===== src/rtl/mem_access_unit.sv =====
// MEM-stage load/store bus engine: 4-cycle minimum (accept, REQ, WAIT, DONE), stalls upstream until done.
// Optional MAU_ALIGN_CHECK_EN faults misaligned half/word accesses straight to DONE with mem_ale.
module mem_access_unit (
    input  logic        cpu_clk,
    input  logic        cpu_rst,
    input  logic        mem_valid,
    input  logic        mem_re,
    input  logic [3:0]  ram_we,
    input  logic [2:0]  ram_ext_op,
    input  logic [31:0] mem_addr,
    input  logic [31:0] mem_wdata,
    output logic [31:0] mem_rdata,
    output logic        mem_done,
    output logic        mem_stall,
    output logic        mem_ale,
    output logic        data_req,
    output logic        data_wr,
    output logic [3:0]  data_wstrb,
    output logic [31:0] data_addr,
    output logic [31:0] data_wdata,
    input  logic        data_addr_ok,
    input  logic        data_data_ok,
    input  logic [31:0] data_rdata
);

    localparam logic [3:0] RAM_WE_N  = 4'b0000;
    localparam logic [3:0] RAM_WE_B  = 4'b0001;
    localparam logic [3:0] RAM_WE_H  = 4'b0011;
    localparam logic [3:0] RAM_WE_W  = 4'b1111;

    localparam logic [2:0] RAM_EXT_N  = 3'd0;
    localparam logic [2:0] RAM_EXT_B  = 3'd1;
    localparam logic [2:0] RAM_EXT_BU = 3'd2;
    localparam logic [2:0] RAM_EXT_H  = 3'd3;
    localparam logic [2:0] RAM_EXT_HU = 3'd4;

    typedef enum logic [1:0] {
        IDLE = 2'd0,
        REQ  = 2'd1,
        WAIT = 2'd2,
        DONE = 2'd3
    } state_t;

    state_t      state_q, state_d;
    logic        wr_q, wr_d;
    logic [3:0]  wstrb_q, wstrb_d;
    logic [31:0] addr_q, addr_d;
    logic [31:0] wdata_q, wdata_d;
    logic [1:0]  off_q, off_d;
    logic [2:0]  ext_q, ext_d;
    logic [31:0] rdata_q, rdata_d;

    logic        accept;
    logic        is_wr_in;
    logic [1:0]  off_in;
    logic [3:0]  strb_in;
    logic [31:0] wdata_in;
    logic [7:0]  byte_sel;
    logic [15:0] half_sel;
    logic [31:0] load_val;
    logic        fault;

`ifdef MAU_ALIGN_CHECK_EN
    logic        ale_q, ale_d;
`endif

    // Request decode from the live MEM-stage inputs; only used on the accepting cycle.
    always_comb begin
        accept   = mem_valid & (mem_re | (ram_we != RAM_WE_N));
        is_wr_in = (ram_we != RAM_WE_N);
        off_in   = mem_addr[1:0];
        strb_in  = ram_we << off_in;
        case (ram_we)
            RAM_WE_B: wdata_in = {4{mem_wdata[7:0]}};
            RAM_WE_H: wdata_in = {2{mem_wdata[15:0]}};
            default:  wdata_in = mem_wdata;
        endcase
`ifdef MAU_ALIGN_CHECK_EN
        if (is_wr_in) begin
            fault = ((ram_we == RAM_WE_H) & off_in[0]) |
                    ((ram_we == RAM_WE_W) & (off_in != 2'b00));
        end else begin
            fault = (((ram_ext_op == RAM_EXT_H) | (ram_ext_op == RAM_EXT_HU)) & off_in[0]) |
                    ((ram_ext_op == RAM_EXT_N) & (off_in != 2'b00));
        end
`else
        fault = 1'b0;
`endif
    end

    // Lane extraction of the returned word using the latched offset and extension code.
    always_comb begin
        byte_sel = data_rdata[{off_q, 3'b000} +: 8];
        half_sel = off_q[1] ? data_rdata[31:16] : data_rdata[15:0];
        case (ext_q)
            RAM_EXT_B:  load_val = {{24{byte_sel[7]}}, byte_sel};
            RAM_EXT_BU: load_val = {24'h0, byte_sel};
            RAM_EXT_H:  load_val = {{16{half_sel[15]}}, half_sel};
            RAM_EXT_HU: load_val = {16'h0, half_sel};
            default:    load_val = data_rdata;
        endcase
    end

    always_comb begin
        state_d   = state_q;
        wr_d      = wr_q;
        wstrb_d   = wstrb_q;
        addr_d    = addr_q;
        wdata_d   = wdata_q;
        off_d     = off_q;
        ext_d     = ext_q;
        rdata_d   = rdata_q;
        mem_stall = 1'b0;
`ifdef MAU_ALIGN_CHECK_EN
        ale_d     = ale_q;
`endif
        case (state_q)
            IDLE: begin
                if (accept) begin
                    mem_stall = 1'b1;
                    wr_d      = is_wr_in;
                    wstrb_d   = is_wr_in ? strb_in : 4'b0000;
                    addr_d    = {mem_addr[31:2], 2'b00};
                    wdata_d   = is_wr_in ? wdata_in : 32'h0;
                    off_d     = off_in;
                    ext_d     = ram_ext_op;
`ifdef MAU_ALIGN_CHECK_EN
                    ale_d     = fault;
`endif
                    state_d   = fault ? DONE : REQ;
                end
            end
            REQ: begin
                mem_stall = 1'b1;
                if (data_addr_ok) begin
                    state_d = WAIT;
                end
            end
            WAIT: begin
                mem_stall = 1'b1;
                if (data_data_ok) begin
                    rdata_d = wr_q ? 32'h0 : load_val;
                    state_d = DONE;
                end
            end
            DONE: begin
                state_d = IDLE;
            end
            default: begin
                state_d = IDLE;
            end
        endcase
    end

    always_ff @(posedge cpu_clk) begin
        if (cpu_rst) begin
            state_q <= IDLE;
            wr_q    <= 1'b0;
            wstrb_q <= 4'b0000;
            addr_q  <= 32'h0;
            wdata_q <= 32'h0;
            off_q   <= 2'b00;
            ext_q   <= RAM_EXT_N;
            rdata_q <= 32'h0;
`ifdef MAU_ALIGN_CHECK_EN
            ale_q   <= 1'b0;
`endif
        end else begin
            state_q <= state_d;
            wr_q    <= wr_d;
            wstrb_q <= wstrb_d;
            addr_q  <= addr_d;
            wdata_q <= wdata_d;
            off_q   <= off_d;
            ext_q   <= ext_d;
            rdata_q <= rdata_d;
`ifdef MAU_ALIGN_CHECK_EN
            ale_q   <= ale_d;
`endif
        end
    end

    assign data_req   = (state_q == REQ);
    assign data_wr    = wr_q;
    assign data_wstrb = wstrb_q;
    assign data_addr  = addr_q;
    assign data_wdata = wdata_q;
    assign mem_rdata  = rdata_q;
    assign mem_done   = (state_q == DONE);
`ifdef MAU_ALIGN_CHECK_EN
    assign mem_ale    = (state_q == DONE) & ale_q;
`else
    assign mem_ale    = 1'b0;
`endif

endmodule


===== config.mk =====
export PLATFORM = sky130hd
export DESIGN_NAME = mem_access_unit
export DESIGN_NICKNAME = d
export VERILOG_FILES = /design/src/rtl/mem_access_unit.sv
export SDC_FILE = /design/constraint.sdc
export NUM_CORES = 1
export LEC_CHECK = 0
export BUFFER_PORTS_ARGS = -buffer_cell sky130_fd_sc_hd__buf_2
export CELL_PAD_IN_SITES_DETAIL_PLACEMENT = 0
export CELL_PAD_IN_SITES_GLOBAL_PLACEMENT = 2
export CORE_MARGIN = 2
export CORE_UTILIZATION = 28
export CTS_CLUSTER_DIAMETER = 60
export DETAILED_ROUTE_END_ITERATION = 6
export GPL_TIMING_DRIVEN = 1
export PLACE_DENSITY = 0.86
export SLEW_MARGIN = 0
export SYNTH_ARGS = -nofsm -noshare
export SYNTH_HDL_FRONTEND = slang
export SYNTH_SLANG_ARGS = --single-unit

===== constraint.sdc =====
create_clock -name cpu_clk -period 3.8 [get_ports cpu_clk]
set_input_delay 0.57 -clock cpu_clk [delete_from_list [all_inputs] [get_ports cpu_clk]]
set_output_delay 0.57 -clock cpu_clk [all_outputs]
set_load 0.02 [all_outputs]

Yosys cells after proc, flatten, opt, wreduce, memory -nomap -nowiden
Cells that the tools add are included.

storage, ports and cells
  register bits = 106
  input bits = 109
  output and inout bits = 105
  logic and storage cells = 42

cells by class
  equality and inequality tests = 12
  shifts and indexed selects = 2
  multiplexer cells = 12
  bitwise gates (word level) = 2
  reductions and logical operators = 6

operator list
  kind                count
  $pmux 32 s4         1
  $mux 32             2
  $pmux 32 s2         1
  $shiftx 32x6->8     1
  $mux 16             1
  $pmux 2 s4          1
  $eq 3x2->1 const B  2
  $mux 2              3
  $eq 2x2->1 const B  2
  $eq 4x1->1 const B  1
  $eq 4x2->1 const B  1
  $mux 4              1
  $ne 2x2->1 const B  2
  $reduce_and 2->1    2
  $reduce_bool 4->1   1
  $shl 4x2->4         1
  $eq 3x1->1 const B  1
  $eq 3x3->1 const B  1
  $reduce_and 3->1    1
  $eq 2x1->1 const B  1
  $logic_not 2->1     1
  $ne 2x1->1 const B  1
  $pmux 1 s2          1
  $reduce_or 2->1     1
  3 further kinds     3

Longest topological paths before layout
Gate-level depths: netlist (run 1).

  depth after elaboration = 5
  mapped depth = 8
  gate-level depth less buffers = 7

Least setup slack after synthesis (run 1)
OpenSTA, ideal clock, no wires.

  kind = reg-to-output
  from = register state_q[0]
  to = output mem_stall
  data arrival time = 1.584 ns
  path slack = 1.646 ns
  stages on the path, launching flop included = 8
  buffers on the path = 1
  cell sequence = dfxtp_1 inv_1 ha_1 nand2_1 a21oi_2 clkbuf_1 nor2_1 nor2_1

between the ends
  cells in the longest elaborated chain, start to end = 3
  elaborated cells between the ends (all ways) = 5
  those cells by class = 2 x eq/ne; 1 x mux; 2 x reduce/logical

RTL lines
  what                                             line  text
  from (decl)                                      44    state_t state_q, state_d;
  from (signal assigned)                           169   state_q <= state_d;
  $eq 2x1->1 / $eq 2x2->1 (equally long branches)  117   case (state_q)
  $reduce_or 2->1 (no line)                        n/a
  $pmux 1 s2 (*)                                   117
  to (decl)                                        14    output logic mem_stall,

Every way passes the cells marked *; elsewhere a longest branch is shown, timed or not.

Worst setup path after layout (run 1)
Ends and elaborated chain as after synthesis.

==> metrics.md, run 1 <==
| Metric | Value |
|---|---|
| Post-synth EDFFs | 0 |
| Clock skew | 0.0133 ns |
| Maximum vdd ir drop | 0.247 mV |
| Fillers | 1,943 |
| I/O pins | 214 |
| Synth area leaders | dfxtp_1, nand2_1, mux2i_1, a21oi_1, nor2_1 |
| Clock tree sinks | 106 |
| Max_cap viols | 0 |
| Die W | 138 microns |
| Vias per cell | 4.87 |
| CTS max path bufs | 2 |
| Row count | 49 |
| Final period demand of the worst path | 2.78 ns |
| H-tree Lvls | 3 |
| Seq pwr share | 37.4% |
| Vias | 4,988 |
| FF+latch count, synth | 106 |
| Worst-skew pair later-pin latency | 0.37 ns |
| # DRC | 0 |
| Hold crit path type | input port to flip-flop |
| DP Worst Slack | 1.15 ns |
| Hold_buf cts | 0 |
| Post_cts resized | 0 |
| Iter 0 DRT Violations | 314 |
| Die Span Y | 138 microns |
| Worst Tran Pin Value | 1.09 ns |
| Post-CTS Repair Setup Buffers | 0 |
| Number of global-route vias before repair | 4,738 |
| Largest net degree at the start of global routing | 51 |
| Area Growth Syn to Fin | 29.4% |
| Share of the yosys chip area belonging to registers | 42.1% |
| WP data arrival | 2.21 ns |
| Lkg Pwr | 2.91 nW |
| Synth async-reset ratio | 0% |
| Final setup vio count | 0 |
| Final nets | 903 |
| RSZ-0062 raised after global routing | no |
| Core area | 17,800 sq um |
| Crit share post-route | 73.3% |
| Status | finished clean |
| Setup Total Neg Slack | 0 ns |
| Reg clk slew, reported paths | 0.08 ns |
| R2R Setup Slk | 1.32 ns |
| Required @ worst endpoint | 3.23 ns |
| Critical Path Sink Type | output port |
| Share of layout cells above drive strength 1 | 32.3% |
| GPL Wtd Cong | 0.812 |
| Clock share of power | 24.3% |
| Total global routing overflow | 0 |
| Worst Path Max Fanout | 28 |
| Area share of the largest cell type after synthesis | 42.1% |
| TritonRoute pass-1 iters | 4 |
| WS Path Type | flip-flop to output port |
| Synthesized area per cell | 8.34 sq um |
| Commonest cells after routing, fill and taps aside | buf_2, nand2_1, dfxtp_1 |
| Number of buffers created by CTS | 9 |
| Final hold violation count | 0 |
| Cell taking the most area after synthesis | dfxtp_1 |
| Combinational share of power | 38.3% |
| Synthesized cell area | 5040 sq um |
| Final WL | 17.0 mm |
| Net Sw Frac | 41.0% |
| Total GRT Usage | 17.5% |
| Final worst slack | 1.02 ns |
| Pint | 2.33 mW |
| Slew margin rel. | 27.6% |
| First-pass GRT wire length | 26.7 mm |
| TritonCTS clock tree | yes |
| Top_reg_cell synth | dfxtp_1 |
| Clock root cell | clkbuf_16 |
| Maximum clock frequency | 0.359 GHz |
| Yosys warnings | 0 |
| Sw power | 1.62 mW |
| PD cells | 606 nW/um^2 |
| Final Max Slew Viols | 0 |
| Wirelength per Cell | 16.6 microns |
| Antenna violations before repair | 2 |
| Post-route ant nets | 0 |
| Most common cell after layout, fill and taps aside | buf_2 |
| Full die area | 19,100 sq um |
| Syn Inst Count | 604 |
| Netlist cell types | 57 |
| DP HPWL | 12.4 mm |
| Worst setup SP type | flip-flop |
| Initial core utilization | 28.3% |
| IO buf count | 210 |
cell type report:
type                    count  area [sq um]  area share, %
multi-input cells         441          2650           40.6
flip-flops and latches    106          2120           32.5
repair buffers            220          1130           17.3
well taps                 229           287           4.39
clock buffers               9           225           3.45
clock inverters             7          67.6           1.04
inverters                  12          45.0          0.691
diodes                      1          2.50         0.0384
metrics by stage:
step	utilization, %	hold WS, ns	total power [mW]	cells	area (sq um)
after floorplan	-	0.491	2.53	606	5040
after global placement	35.0	0.432	3.03	1008	6220
after detailed placement	35.0	0.440	3.03	1008	6220
after CTS	36.7	0.422	4.00	1024	6520
after global routing	36.7	0.434	4.20	1024	6520
final	36.7	0.432	3.95	1025	6520
synthesized netlist by cell type (4+ instances only):
| library cell | number |
|---|---|
| o21ai_1 | 14 |
| buf_2 | 17 |
| and2_1 | 8 |
| a22o_1 | 9 |
| inv_1 | 12 |
| nor3_1 | 7 |
| nor2_1 | 60 |
| ha_1 | 4 |
| clkbuf_1 | 21 |
| a311oi_1 | 9 |
| mux2i_1 | 35 |
| o22ai_1 | 7 |
| a21oi_1 | 46 |
| a2bb2oi_1 | 6 |
| a22oi_1 | 14 |
| buf_4 | 5 |
| nand2_1 | 123 |
| nand3_1 | 8 |
| dfxtp_1 | 106 |
| o21ai_0 | 22 |
| a31oi_1 | 7 |
| a2bb2oi_2 | 10 |
| o221ai_1 | 7 |
worst paths after layout:
kind,depth (start not counted),startpoint,endpoint
min,3,mem_addr[8],data_addr[8]$_SDFFE_PP0P_
max,7,state_q[0]$_SDFFE_PP0P_,mem_stall
max reg2reg,5,ext_q[2]$_SDFFE_PP0P_,mem_rdata[8]$_SDFFE_PP0P_
min reg2reg,2,data_wdata[23]$_SDFFE_PP0P_,data_wdata[23]$_SDFFE_PP0P_
critical path, cell delays in order (launching register included):
cell and delay [ns]:
dfxtp_1 0.34, inv_1 0.08, ha_1 0.23, nand2_1 0.19, a21oi_4 0.66, nor2_1 0.08, nor2_1 0.10, buf_2 0.17
power groups by stage:
stage	sequential, mW	clock [mW]	combinational (mW)
3_3_place_gp	1.50	0	1.53
6_report	1.47	0.960	1.51
2_1_floorplan	1.68	0	0.846
5_1_grt	1.51	1.03	1.66
4_1_cts	1.48	0.990	1.53
3_5_place_dp	1.50	0	1.53
cell families (layout without fill, tap and decap cells):
family,after synthesis,count (layout),synth area share (%)
AND/OR/NAND/NOR,231,231,20.5
AO/OA/AOI/OAI,164,164,22.7
flip-flops,106,106,42.1
buffers and inverters,59,248,5.66
multiplexers,37,37,7.40
adder cells (fa/ha/maj),5,5,1.19
other,1,4,0.0744
XOR/XNOR,1,1,0.323
state kept, by name, indices dropped and copies added, names as in the netlist:
signal	flops
data_wdata	32
mem_rdata	32
off_q	2
data_wstrb	4
ext_q	3
data_wr	1
data_addr	30
state_q	2
routing by layer:
metal	GRT usage, %	share of wire (%)
met1	22.7	44
met2	28.2	47
met3	4.92	7.2
met4	5.64	1.4
met5	0	0.076
Power figures use the tool's default switching activity.
==> run 2, diff against run 1 <==
CORE_UTILIZATION = 26   (was 28)
PLACE_DENSITY = 0.81   (was 0.86)
clock period = 2.8 ns   (was 3.8 ns; I/O delays follow)
==> metrics.md, run 2 (synthesis results as in run 1) <==
| Metric | Value |
|---|---|
| Post_cts resized | 0 (unchanged) |
| Worst Path Max Fanout | 6 (-79%) |
| I/O pins | 214 (unchanged) |
| Worst hold slack | 0.293 ns (-0.139 ns) |
| R2R Setup Slk | 0.77 ns (-0.55 ns) |
| Critical-path cell list | inv_1 > ha_1 > nand2_1 > a21oi_4 > nor2_1 > nor2_1 > buf_2 |
| Lkg Pwr | 2.96 nW (+2.0%) |
| Post-CTS Repair Setup Buffers | 0 (unchanged) |
| Total GRT Usage | 16.9% (-0.56 points) |
| Sw power | 2.20 mW (+36%) |
| Initial core utilization | 26.8% (-1.6 points) |
| Max stage delay cell, worst path | dfxtp_1 |
| Reg clk slew, reported paths | 0.08 ns (about the same) |
| Share of layout cells above drive strength 1 | 33.1% (+0.76 points) |
| H-tree Lvls | 3 (unchanged) |
| Core area | 18,800 sq um (+5.9%) |
| Commonest cells after routing, fill and taps aside | buf_2, nand2_1, dfxtp_1 |
| Fillers | 2,037 (+4.8%) |
| Worst-skew pair later-pin latency | 0.36 ns (about the same) |
| Most common cell after layout, fill and taps aside | buf_2 |
| Seq pwr share | 36.2% (-1.2 points) |
| Maximum vdd ir drop | 0.343 mV (+39%) |
| Final hold violation count | 0 (unchanged) |
| Status | finished clean |
| Vias per cell | 4.73 (-2.7%) |
| Critical Path Sink Type | output port |
| WHS Path Cells | 3 (unchanged) |
| Total global routing overflow | 0 (unchanged) |
| Antenna violations before repair | 1 (-1) |
| Final Max Slew Viols | 0 (unchanged) |
| TritonRoute pass-1 iters | 4 (unchanged) |
| Clock share of power | 25.3% (+1.0 points) |
| Cell mode on critical path | nor2_1 |
| Worst hold start | mem_addr[16] |
| Clock root cell | clkbuf_16 |
| Final period demand of the worst path | 2.24 ns |
| Wirelength per Cell | 16.3 microns (-2.1%) |
| Worst setup SP type | flip-flop |
| PD cells | 822 nW/um^2 (+36%) |
| Max_cap viols | 0 (unchanged) |
| TritonCTS clock tree | yes |
| IO buf count | 210 (unchanged) |
| Largest net degree at the start of global routing | 49 (-3.9%) |
| Combinational share of power | 38.5% (+0.2 points) |
| Net Sw Frac | 40.2% (-0.81 points) |
| Maximum clock frequency | 0.447 GHz |
| Row count | 50 (+2.0%) |
| Worst Reg-to-Reg Cells | 5 (unchanged) |
| Final setup vio count | 0 (unchanged) |
| Clock tree sinks | 106 (unchanged) |
| Footprint of the multi-input gates | 2650 sq um (unchanged) |
| Final Cell Area | 6650 sq um (+2.0%) |
| Clock skew | 0.00677 ns (-0.00653 ns) |
| Pint | 3.27 mW (+40%) |
| Vias | 5,041 (+1.1%) |
| Layout Cells excl Fill | 1,065 (+3.9%) |
| Full die area | 20,500 sq um (+7.5%) |
| First-pass GRT wire length | 27.2 mm (+2.0%) |
| Number of global-route vias before repair | 4,958 (+4.6%) |
| Iter 0 DRT Violations | 255 (-19%) |
| Final nets | 912 (+1.0%) |
| Setup Total Neg Slack | 0 ns (unchanged) |
| Reg-to-reg endpoint | mem_rdata[20]$_SDFFE_PP0P_ |
| WS Path Type | flip-flop to output port |
| Hold_buf cts | 0 (unchanged) |
| Worst Tran Pin Value | 0.781 ns (-0.304 ns) |
| Crit share post-route | 79.9% |
| Max incr delay on CP | 0.34 ns (-0.32 ns) |
| GPL Wtd Cong | 0.791 (-2.6%) |
| DP HPWL | 12.8 mm (+3.2%) |
| Placement Cell Area | 6330 sq um (+1.7%) |
| WHS Endpoint | data_addr[16]$_SDFFE_PP0P_ |
| CTS max path bufs | 2 (unchanged) |
| Reg area | 2120 sq um (unchanged) |
| Die Span Y | 143 microns (+3.7%) |
| Post-route ant nets | 0 (unchanged) |
| Placed cell count | 1,048 (+4.0%) |
| Hold crit path type | input port to flip-flop |
| RSZ-0062 raised after global routing | no |
| Slew margin rel. | 47.6% (+20 points) |
| Total power | 5.46 mW (+38%) |
| # DRC | 0 (unchanged) |
| Final WL | 17.3 mm (+1.7%) |
| Die W | 143 microns (+3.7%) |
| Area Growth Syn to Fin | 32.0% |
| WP data arrival | 1.82 ns (-0.39 ns) |
| Number of buffers created by CTS | 9 (unchanged) |
| Required @ worst endpoint | 2.38 ns (-0.85 ns) |
| RR Startpoint | ext_q[2]$_SDFFE_PP0P_ |
run 2: stage by stage:
stage	setup WS, ns	utilization (%)
finish	0.563	35.3
global route	0.433	35.3
CTS	0.540	35.3
detailed placement	0.680	33.6
global placement	0.757	33.6
floorplan	0.796	-
run 2: how the worst max path moves through the flow:
| stage | depth (start not counted) | slack [ns] | to | start |
|---|---|---|---|---|
| after floorplan | 7 | 0.80 | mem_stall | state_q[0]$_SDFFE_PP0P_ |
| after global placement | 5 | 0.76 | data_wdata[16]$_SDFFE_PP0P_ | ram_we[1] |
| after detailed placement | 5 | 0.68 | data_wdata[22]$_SDFFE_PP0P_ | ram_we[1] |
| after CTS | 7 | 0.54 | mem_stall | state_q[0]$_SDFFE_PP0P_ |
| after global routing | 7 | 0.43 | mem_stall | state_q[1]$_SDFFE_PP0P_ |
| final | 7 | 0.56 | mem_stall | state_q[1]$_SDFFE_PP0P_ |
run 2: power groups by stage:
stage / clock network, mW / registers (mW) / logic, mW
finish: 1.38 / 1.98 / 2.10
global route: 1.50 / 2.03 / 2.31
CTS: 1.45 / 1.98 / 2.14
detailed placement: 0 / 2.01 / 2.13
global placement: 0 / 2.01 / 2.12
floorplan: 0 / 2.28 / 1.15
run 2: cell type report:
class | instances | share of cell area (%)
clock buffers | 9 | 3.39
inverters | 12 | 0.677
diodes | 1 | 0.0376
multi-input cells | 441 | 39.8
flip-flops and latches | 106 | 31.9
repair buffers | 229 | 17.9
clock inverters | 7 | 1.37
well taps | 260 | 4.89
run 2: worst max-delay path, delay by kind of cell, from the launching register on:
family | cells | cell delay (ns)
buffers and inverters | 2 | 0.28
adders and majority gates | 1 | 0.21
and+or+nand+nor | 3 | 0.39
AOI/OAI and AO/OA | 1 | 0.25
DFF | 1 | 0.34
run 2: per-layer routing:
layer  global-route usage (%)  vias to the layer above  routed length [microns]
li1                         -                     2511                        -
met1                     21.1                     2356                     7520
met2                     28.1                      155                     8270
met3                     4.76                       19                     1140
met4                     5.63                        0                      377
met5                        0                        -                        0
==> run 3, diff against run 2 <==
CORE_UTILIZATION = 24   (was 26)
PLACE_DENSITY = 0.79   (was 0.81)
clock period = 2 ns   (was 2.8 ns; I/O delays follow)
==> metrics.md, run 3 (synthesis results as in run 1) <==
| Metric | Value |
|---|---|
| Combinational share of power | 41.9% (+3.4 points) |
| Placement Cell Area | 6430 sq um (+1.6%) |
| PD cells | 1140 nW/um^2 (+39%) |
| WHS Endpoint | data_addr[18]$_SDFFE_PP0P_ |
| Initial core utilization | 24.7% (-2.1 points) |
| WHS Path Cells | 3 (unchanged) |
| Number of buffers created by CTS | 9 (unchanged) |
| Net Sw Frac | 39.7% (-0.49 points) |
| R2R Setup Slk | 0.20 ns (-0.57 ns) |
| Maximum vdd ir drop | 0.484 mV (+41%) |
| Wirelength per Cell | 16.3 microns (+0.49%) |
| Clock tree sinks | 106 (unchanged) |
| Final worst slack | 0.0284 ns (-0.534 ns) |
| RSZ-0062 raised after global routing | yes |
| WS Path Type | flip-flop to output port |
| Reg clk slew, reported paths | 0.08 ns (about the same) |
| First-pass GRT wire length | 27.7 mm (+1.9%) |
| Setup Total Neg Slack | 0 ns (unchanged) |
| Reg-to-reg endpoint | mem_rdata[20]$_SDFFE_PP0P_ |
| Final setup vio count | 0 (unchanged) |
| Post-route ant nets | 0 (unchanged) |
| Required @ worst endpoint | 1.70 ns (-0.68 ns) |
| Footprint of the multi-input gates | 2670 sq um (+0.76%) |
| Seq pwr share | 35.1% (-1.1 points) |
| Hold_buf cts | 0 (unchanged) |
| IO buf count | 210 (unchanged) |
| Pint | 4.70 mW (+44%) |
| Area Growth Syn to Fin | 35.5% |
| Worst-skew pair later-pin latency | 0.35 ns (about the same) |
| Row count | 52 (+4.0%) |
| TritonCTS clock tree | yes |
| Largest net degree at the start of global routing | 39 (-20%) |
| Final nets | 927 (+1.6%) |
| RR Startpoint | ext_q[2]$_SDFFE_PP0P_ |
| Critical Path Sink Type | output port |
| Final hold violation count | 0 (unchanged) |
| Total global routing overflow | 0 (unchanged) |
| # DRC | 0 (unchanged) |
| Clock root cell | clkbuf_16 |
| Worst Reg-to-Reg Cells | 5 (unchanged) |
| WP data arrival | 1.67 ns (-0.15 ns) |
| Max_cap viols | 0 (unchanged) |
| H-tree Lvls | 3 (unchanged) |
| Sw power | 3.09 mW (+41%) |
| GPL Wtd Cong | 0.793 (+0.28%) |
| Vias | 5,050 (+0.18%) |
| Crit share post-route | 98.6% |
| Final Max Slew Viols | 0 (unchanged) |
| Hold crit path type | input port to flip-flop |
| Share of layout cells above drive strength 1 | 34.9% (+1.8 points) |
| DP HPWL | 13.1 mm (+2.0%) |
| Antenna violations before repair | 3 (+2) |
| Total power | 7.79 mW (+43%) |
| Die W | 149 microns (+4.0%) |
| Full die area | 22,200 sq um (+8.1%) |
| Die Span Y | 149 microns (+4.0%) |
| TritonRoute pass-1 iters | 4 (unchanged) |
| DP Worst Slack | -0.0233 ns (-0.703 ns) |
| Most common cell after layout, fill and taps aside | buf_2 |
| Final period demand of the worst path | 1.97 ns |
| Clock share of power | 23.0% (-2.3 points) |
| CTS max path bufs | 2 (unchanged) |
| Worst Tran Pin Value | 0.708 ns (-0.0736 ns) |
| Total GRT Usage | 15.9% (-0.98 points) |
| Status | finished clean |
| Core area | 20,400 sq um (+8.5%) |
| Slew margin rel. | 52.6% (+4.9 points) |
| Reg area | 2120 sq um (about the same) |
| Worst hold start | mem_addr[18] |
| Clock skew | 0.00980 ns (+0.00303 ns) |
| Lkg Pwr | 3.04 nW (+2.7%) |
| Worst Path Max Fanout | 4 (-2) |
| Iter 0 DRT Violations | 202 (-21%) |
| Final WL | 17.8 mm (+2.9%) |
| Worst setup SP type | flip-flop |
| Final Cell Area | 6820 sq um (+2.6%) |
| Number of global-route vias before repair | 5,005 (+0.95%) |
| Commonest cells after routing, fill and taps aside | buf_2, nand2_1, dfxtp_1 |
| Maximum clock frequency | 0.507 GHz |
| Fillers | 2,256 (+11%) |
| Vias per cell | 4.63 (-2.2%) |
| I/O pins | 214 (unchanged) |
==> run 3: cell types whose count changed in the layout (fill, tap and decap cells not counted), sizes merged <==
cell      delta
buf         +14
bufbuf       +1
clkbuf       +3
inv          -3
diode        +1
bufinv       -1
clkinvlp     +1
==> run 3: worst max-delay path, cell delays in order, from the launching register on <==
cell,delay [ns]
dfxtp_2,0.34
inv_1,0.07
ha_2,0.20
nand2_2,0.08
a21oi_4,0.21
buf_12,0.14
nor2_1,0.03
nor2_1,0.10
buf_4,0.16
==> run 3: final cells by class <==
cell class / count / share of cell area [%]
Tap cell: 270 / 4.95
Antenna cell: 2 / 0.0733
Clock buffer: 12 / 3.76
Clock inverter: 4 / 0.477
Timing Repair Buffer: 244 / 19.9
Multi-Input combinational cell: 441 / 39.1
Sequential cell: 106 / 31.1
Inverter: 12 / 0.660
==> run 3: power by group through the flow <==
stage / Clock [mW] / Combinational [mW] / Sequential [mW]
6_report: 1.79 / 3.26 / 2.74
5_1_grt: 1.94 / 3.57 / 2.80
4_1_cts: 1.87 / 3.26 / 2.74
3_5_place_dp: 0 / 3.11 / 2.79
3_3_place_gp: 0 / 3.13 / 2.78
2_1_floorplan: 0 / 1.61 / 3.19
==> run 3: metrics by stage <==
stage | hold slack, ns | cells | utilization, %
3_3_place_gp | 0.430 | 1068 | 31.5
4_1_cts | 0.162 | 1086 | 33.2
3_5_place_dp | 0.438 | 1068 | 31.5
6_report | 0.181 | 1091 | 33.4
5_1_grt | 0.167 | 1090 | 33.4
2_1_floorplan | 0.433 | 606 | -
==> run 3: timing repair <==
item	CTS	global route
pin swaps	0	0
setup buffers	1	3
resized for setup	7	4
setup endpoints to repair	24	45
cloned	1	0
==> run 3: routing by layer <==
metal	share of wire [%]	global-route usage, %
met5	0.067	0
met4	1.2	3.90
met3	6.9	4.89
met2	46	26.1
met1	45	20.6
==> run 3: how the worst max path moves through the flow <==
stage,start,end,slack (ns)
2_1_floorplan,state_q[0]$_SDFFE_PP0P_,mem_stall,0.12
3_3_place_gp,state_q[1]$_SDFFE_PP0P_,data_wstrb[2]$_SDFFE_PP0P_,-0.02
3_5_place_dp,state_q[1]$_SDFFE_PP0P_,data_wstrb[2]$_SDFFE_PP0P_,-0.02
4_1_cts,state_q[1]$_SDFFE_PP0P_,mem_stall,-0.03
5_1_grt,state_q[1]$_SDFFE_PP0P_,mem_stall,-0.15
6_report,state_q[1]$_SDFFE_PP0P_,mem_stall,0.03
